[src/rtl/hazard_control_unit_pkg.sv]
// Shared pipeline definitions for the ID-stage hazard control unit.
package hazard_control_unit_pkg;

  localparam int unsigned REG_ADDR_W_DFLT = 5;

  // addi x0, x0, 0 -- what the IF/ID and ID/EX flush muxes load
  localparam logic [31:0] NOP_INSTR = 32'h0000_0013;

  typedef enum logic {
    MD_IDLE,
    MD_BUSY
  } md_state_e;

endpackage

[src/rtl/hazard_stall_counter.sv]
// Loadable down-counter with a nonzero flag; stops at zero instead of wrapping.
module hazard_stall_counter #(
  parameter int unsigned W = 4
) (
  input  logic         clk,
  input  logic         rst,
  input  logic         clear,
  input  logic         load,
  input  logic [W-1:0] loadVal,
  input  logic         dec,
  output logic [W-1:0] count,
  output logic         nonzero
);

  always_ff @(posedge clk) begin
    if (rst || clear)
      count <= '0;
    else if (load)
      count <= loadVal;
    else if (dec && nonzero)
      count <= count - W'(1);
  end

  assign nonzero = |count;

endmodule

[src/rtl/hazard_control_unit.sv]
// ID-stage hazard control: multi-cycle load-use stalls, MUL/DIV busy sequencing
// and taken-branch flush, driving all PC / IF/ID / ID/EX hold and flush controls.
module hazard_control_unit
  import hazard_control_unit_pkg::*;
#(
  parameter int unsigned REG_ADDR_W = REG_ADDR_W_DFLT,
  parameter int unsigned LOAD_LAT   = 1,
  parameter int unsigned MD_LAT     = 32
) (
  input  logic                  clk,
  input  logic                  rst,
  input  logic [REG_ADDR_W-1:0] if_id_rs1,
  input  logic [REG_ADDR_W-1:0] if_id_rs2,
  input  logic                  if_id_use_rs1,
  input  logic                  if_id_use_rs2,
  input  logic [REG_ADDR_W-1:0] id_ex_rd,
  input  logic                  id_ex_mem_read,
  input  logic                  id_ex_md_start,
  input  logic                  branch_taken,
  output logic                  pc_hold,
  output logic                  id_ex_bubble,
  output logic                  ex_hold,
  output logic                  if_id_flush,
  output logic                  md_busy
);

  localparam int unsigned MW = $clog2(MD_LAT);

  md_state_e      state, stateNext;
  logic [3:0]     lcnt;
  logic           lNz;
  logic [MW-1:0]  mcnt;
  logic           mNz;
  logic           hit, mdActive, mdLast, loadStall;
  logic           lLoad, lDec, lClear, mLoad, mDec;

  hazard_stall_counter #(.W(4)) uLoadCnt (
    .clk     (clk),
    .rst     (rst),
    .clear   (lClear),
    .load    (lLoad),
    .loadVal (4'(LOAD_LAT - 1)),
    .dec     (lDec),
    .count   (lcnt),
    .nonzero (lNz)
  );

  hazard_stall_counter #(.W(MW)) uMdCnt (
    .clk     (clk),
    .rst     (rst),
    .clear   (1'b0),
    .load    (mLoad),
    .loadVal (MW'(MD_LAT - 1)),
    .dec     (mDec),
    .count   (mcnt),
    .nonzero (mNz)
  );

  always_ff @(posedge clk) begin
    if (rst)
      state <= MD_IDLE;
    else
      state <= stateNext;
  end

  always_comb begin
    stateNext    = state;
    mdActive     = 1'b0;
    mdLast       = 1'b0;
    mLoad        = 1'b0;
    mDec         = 1'b0;
    hit = id_ex_mem_read && (id_ex_rd != '0) &&
          ((if_id_use_rs1 && (if_id_rs1 == id_ex_rd)) ||
           (if_id_use_rs2 && (if_id_rs2 == id_ex_rd)));

    unique case (state)
      MD_IDLE: begin
        if (id_ex_md_start) begin
          mdActive  = 1'b1;
          mLoad     = 1'b1;
          stateNext = MD_BUSY;
        end
      end
      MD_BUSY: begin
        mdActive = 1'b1;
        mDec     = 1'b1;
        mdLast   = !mNz || (mcnt == MW'(1));
        if (mdLast)
          stateNext = MD_IDLE;
      end
      default: stateNext = MD_IDLE;
    endcase

    // MD occupancy freezes the load counter; a pending hit is re-examined once IDLE
    loadStall = !mdActive && !branch_taken && (lNz || hit);
    lLoad     = loadStall && (lcnt == '0);
    lDec      = loadStall && lNz;
    lClear    = !mdActive && branch_taken;

    pc_hold      = !rst && (mdActive || loadStall);
    id_ex_bubble = !rst && !mdActive && (branch_taken || loadStall);
    ex_hold      = !rst && mdActive && !mdLast;
    if_id_flush  = !rst && !mdActive && branch_taken;
    md_busy      = !rst && mdActive;
  end

endmodule

[config.mk]
export PLATFORM = sky130hd
export DESIGN_NAME = hazard_control_unit
export DESIGN_NICKNAME = d
export VERILOG_FILES = /design/src/rtl/hazard_control_unit_pkg.sv /design/src/rtl/hazard_stall_counter.sv /design/src/rtl/hazard_control_unit.sv
export SDC_FILE = /design/constraint.sdc
export NUM_CORES = 1
export LEC_CHECK = 0
export CAP_MARGIN = 20
export CORE_UTILIZATION = 39
export CTS_CLUSTER_SIZE = 28
export DETAILED_ROUTE_END_ITERATION = 7
export PLACE_DENSITY = 0.86
export SYNTH_ARGS = -nofsm -noshare
export SYNTH_HDL_FRONTEND = slang
export SYNTH_SLANG_ARGS = --single-unit
[constraint.sdc]
create_clock -name clk -period 1.8 [get_ports clk]
set_clock_uncertainty 0.05 [all_clocks]
set_input_delay 0.36 -clock clk [delete_from_list [all_inputs] [get_ports clk]]
set_output_delay 0.36 -clock clk [all_outputs]
set_load 0.02 [all_outputs]
After elaboration in Yosys (flattened, before gate mapping) --
Index checks and enable logic that the tools add are counted.
Word-level totals: word-level logic and storage cells 52, output and inout port bits 5, register bits 10, bits of input ports 22
Operators by class: multiplexer cells 9, bitwise operators 1, add/subtract/negate cells 2, eq/ne operators 3, reduce and logical (&&, ||, !) cells 34
Operator list (count):
- 1-bit logical AND | 17
- 5-bit == test | 2
- 5-bit two-way mux | 2
- 1-bit logical OR | 6
- 5-bit by 1-bit == test with 1-bit output (second input constant) | 1
- 1-bit logical NOT | 5
- 1-bit two-way mux | 5
- 5-bit nonzero test | 1
- 5-bit OR reduction | 1
- 5-bit by 1-bit subtractor with 5-bit output (second input constant) | 1
- 4-bit logical NOT | 1
- 1-bit case mux with 2 select lines | 2
- 4-bit OR reduction | 1
- 4-bit by 1-bit subtractor with 4-bit output (second input constant) | 1
- 2-bit nonzero test | 1
- 2-bit OR reduction | 1
- 1-bit inverter | 1

Depth between registers and ports, before layout --
word-level depth 8, depth in mapped cells 7, mapped depth without buffers 6

Cells and area by module --
A second synthesis with hierarchy kept.
Unflattened totals: cell total of the unflattened synthesis 111, area, all modules 850.8 µm²
By module, submodules not included:
- hazard_control_unit | seq. area each 20.0 µm², cells each 42, area an instance 296.5 µm², instances 1
- hazard_stall_counter (uMdCnt) | seq. area each 100.1 µm², cells each 38, area an instance 296.5 µm², instances 1
- hazard_stall_counter (uLoadCnt) | seq. area each 80.1 µm², cells each 31, area an instance 257.7 µm², instances 1

Worst setup path after synthesis --
OpenSTA, ideal clock, no wires.
kind reg-to-output, from reg uLoadCnt.count[0], to out pc_hold, arrival 1.566 ns, stages on the path, launching flop included 8, buffers on the path 1, data required time 1.390 ns, path slack -0.176 ns, cell sequence dfxtp_1 -> inv_1 -> ha_1 -> or3b_1 -> buf_2 -> nand2_1 -> a31o_1 -> a31oi_1
On the way: word-level cells in the longest chain between the ends 5
Ends and longest elaborated chain:
- start, declared | RTL line hazard_stall_counter.sv:11 | output logic [W-1:0] count,
- start signal, assigned | RTL line hazard_stall_counter.sv:19 | count <= loadVal;
- start signal, assigned | RTL line hazard_stall_counter.sv:21 | count <= count - W'(1);
- 4-bit OR reduction | RTL line hazard_stall_counter.sv:24 | assign nonzero = |count;
- 1-bit logical OR | RTL line hazard_control_unit.sv:95 | loadStall = !mdActive && !branch_taken && (lNz || hit);
- 1-bit logical AND | RTL line hazard_control_unit.sv:95
- 1-bit logical OR | RTL line hazard_control_unit.sv:100 | pc_hold = !rst && (mdActive || loadStall);
- 1-bit logical AND | RTL line hazard_control_unit.sv:100
- end, declared | RTL line hazard_control_unit.sv:20 | output logic pc_hold,
No other way between the ends.

Worst setup path after layout --
Ends and elaborated chain as after synthesis.

==> results.py <==
metrics = {
    "worst_setup_path": {
        "crit_fanout": 4,
        "critical_path_start_end_classification": "reg2out",
        "path_delay_family": "simple AND/OR/NAND/NOR gates",
        "cpMaxStageDelayCell": "sky130_fd_sc_hd__or3b_4",
        "cp-start-kind": "register",
        "max_stage_delay_ns": 0.39,
        "crit_path_cell_trace": "inv_2, ha_4, or3b_4, nand2_4, a31o_1, a31oi_4, buf_6",
        "cp.arrival_ns": 1.63,
        "worstSetupEndpointType": "output port",
        "cp.buffers_inverters": 2,
        "worstPathRequired_ns": 1.39,
    },
    "route": {
        "drt_iter0_drc": 13,
        "dr.pass1.iters": 4,
        "drt-total-wl_mm": 2.79,
        "detail_route.wl_per_cell_um": 15.1,
        "postRouteAntennaNets": 0,
        "via_count": 958,
        "routed_via_density": 5.18,
        "drcViolationCount": 0,
    },
    "global_route": {
        "grt_util_met1": 0.318,
        "top_usage_layer": "met2",
        "grtUsageTotal": 0.293,
        "grt_start_max_net_pins": 9,
        "grt_util_met2": 0.508,
        "grt_pass1_vias": 1003,
        "antenna_found_initial": 0,
        "grt_remaining_overflow": 0,
        "global_route.usage.met3": 0.0706,
        "grt_first_pass_wirelength_mm": 4.33,
    },
    "flow_run": {
        "max_cap_violations": 0,
    },
    "synthesis": {
        "number_of_flops_mapped_to_enable_cells_by_yosys": 0,
        "combined_area_of_all_synthesized_cells_um2": 766,
        "post_synth_num_cell_types": 34,
        "synth_cells": 89,
        "synthesis.nets": 115,
        "ys.flop_type": "sky130_fd_sc_hd__dfxtp_1",
        "ys_warn_count": 0,
        "ys_async_sr_fraction": 0,
        "synth_common_cells": "sky130_fd_sc_hd__xnor2_1, sky130_fd_sc_hd__dfxtp_1, sky130_fd_sc_hd__nor2_1",
        "synth.area.top_cells": "sky130_fd_sc_hd__dfxtp_1, sky130_fd_sc_hd__xnor2_1, sky130_fd_sc_hd__ha_1, sky130_fd_sc_hd__nor2_1, sky130_fd_sc_hd__a21oi_1",
        "synth-seq-cells": 10,
        "synth_area_per_cell_um2": 8.60,
        "yosysSeqAreaShare": 0.261,
        "synth_largest_area_cell": "sky130_fd_sc_hd__dfxtp_1",
        "synth.most_common_cell": "sky130_fd_sc_hd__xnor2_1",
        "synth.top_cell.area_share": 0.261,
    },
    "floorplan": {
        "rows": 15,
        "die-height_um": 46.3,
        "io_pins": 27,
        "fp.coreArea_um2": 1780,
        "dieArea_um2": 2140,
        "floorplan.die.width_um": 46.3,
        "floorplan.initialDensity": 0.429,
    },
    "layout": {
        "fin_area_um2": 1490,
        "post_route_cells_drive_above_1_share": 0.525,
        "layout.core_utilization": 0.833,
        "nNetsFinal": 187,
        "final_cell_count_no_fill": 185,
        "area.growth.synth_to_final_pct": 94.0,
        "antenna_cells_inserted": 0,
    },
    "place": {
        "dpl_cell_area_um2": 1280,
        "numPlacedInstances": 166,
        "dp.final_hpwl_mm": 1.92,
        "place_congestion": 0.760,
        "port_buf_inserts": 26,
    },
    "timing": {
        "timing.final.crit_share": 1.13,
        "hold_viol_final": 0,
        "max_freq_mhz": 491,
        "period_needed_ns": 2.04,
        "grt_setup_unrepaired": "yes",
        "holdWs_ns": 0.529,
        "timing.final.setup_violations": 2,
        "slew_headroom": 0.822,
        "setup_slack_ns": -0.238,
        "timing_worst_slew_pin_value_ns": 0.267,
        "drv_slew": 0,
    },
    "power": {
        "vdd.ir_drop.worst_v": 0.000506,
        "power_density_nw_per_um2": 549,
        "power_leakage_nw": 0.670,
    },
    "clocking": {
        "tritoncts_buffers": 3,
        "clkSlewWorstSetupHoldPaths_ns": 0.07,
        "clk_root_buffer_cell": "sky130_fd_sc_hd__clkbuf_4",
        "cts_tree": "done",
        "clock_sink_count": 10,
        "worst_case_clock_buffer_depth": 2,
        "hold_buffers": 0,
        "worst_skew_pair.late_latency_ns": 0.27,
        "htree_num_levels": 1,
    },
    "status": {
        "failed_checks": "setup timing",
        "status": "finished with violations",
    },
    "hold_path": {
        "timing.hold.worst.class": "reg2reg",
    },
}
-- state kept, by name, summed over array words and instances (netlist names) --
signal and count:
uMdCnt.count 5, state 1, uLoadCnt.count 4
-- final timing paths --
| path | from | endpoint | slack (ns) | cells past startpoint |
|---|---|---|---|---|
| max | uLoadCnt.count[0]$_SDFFE_PP0P_ | pc_hold | -0.24 | 7 |
| min reg2reg | uMdCnt.count[0]$_SDFFE_PP0P_ | uMdCnt.count[0]$_SDFFE_PP0P_ | 0.53 | 2 |
| max reg2reg | uMdCnt.count[1]$_SDFFE_PP0P_ | uMdCnt.count[1]$_SDFFE_PP0P_ | 0.02 | 6 |
| min | uMdCnt.count[0]$_SDFFE_PP0P_ | uMdCnt.count[0]$_SDFFE_PP0P_ | 0.53 | 2 |
-- stage by stage --
stage	setup WS [ns]	setup TNS (ns)	power (mW)
2_1_floorplan	-0.0361	-0.0361	0.394
3_3_place_gp	-0.966	-4.41	0.542
3_5_place_dp	-0.994	-4.68	0.559
4_1_cts	-0.252	-0.500	0.779
5_1_grt	-0.314	-0.642	0.850
6_report	-0.238	-0.470	0.816
-- tightest hold or removal path: cells and delay by family (launching register included) --
kind | cells | cell delay (ns)
DFF | 1 | 0.35
AOI/OAI and AO/OA | 1 | 0.07
buffers and inverters | 1 | 0.12
-- cell usage in the layout (no fill, tap or decap), types with 3 or more instances in the layout --
cell                            Yosys  final
sky130_fd_sc_hd__xor2_1             3      3
sky130_fd_sc_hd__clkbuf_4           0      3
sky130_fd_sc_hd__buf_2              2      3
sky130_fd_sc_hd__dfxtp_1           10      6
sky130_fd_sc_hd__a21oi_1            6      6
sky130_fd_sc_hd__nand3_1            4      4
sky130_fd_sc_hd__buf_6              0      7
sky130_fd_sc_hd__dlygate4sd2_1      0     13
sky130_fd_sc_hd__xnor2_1           11     11
sky130_fd_sc_hd__inv_2              0      4
sky130_fd_sc_hd__buf_4              0     41
sky130_fd_sc_hd__nand2_1            6      4
sky130_fd_sc_hd__nor2_1             9      6
sky130_fd_sc_hd__dfxtp_2            0      4
-- where the power goes --
part	switching (mW)	leakage, nW	internal (mW)
Sequential	0.0167	0.0838	0.240
Clock	0.0832	0.0210	0.123
Combinational	0.163	0.566	0.190
-- cell type report --
type | count | area (um2)
Sequential cell | 10 | 205
Multi-Input combinational cell | 72 | 622
Timing Repair Buffer | 70 | 576
Fill cell | 102 | 298
Inverter | 4 | 15.0
Clock buffer | 4 | 36.3
Tap cell | 25 | 31.3
-- per-layer routing --
metal | vias to the layer above | part of all wire
met3 | 8 | 0.042
met1 | 447 | 0.40
li1 | 464 | -
met2 | 39 | 0.53
met5 | - | 0
met4 | 0 | 0.023
-- cell families (layout without fill, tap and decap cells) --
kind of cell             after synthesis  count (layout)  share of synthesized area
AO/OA/AOI/OAI                         21              21                      0.217
XOR/XNOR                              14              14                      0.160
multiplexers                           1               1                     0.0131
AND/OR/NAND/NOR                       32              32                      0.245
adder cells (fa/ha/maj)                4               4                     0.0654
flip-flops                            10              10                      0.261
buffers and inverters                  7              78                     0.0376
-- repair_timing --
action	CTS	global route
setup buffers	13	3
pin swaps	21	7
endpoints found under the setup margin	6	10
endpoints found under the hold margin	0	0
gates resized for setup	67	17
(Power assumes the default switching activity.)
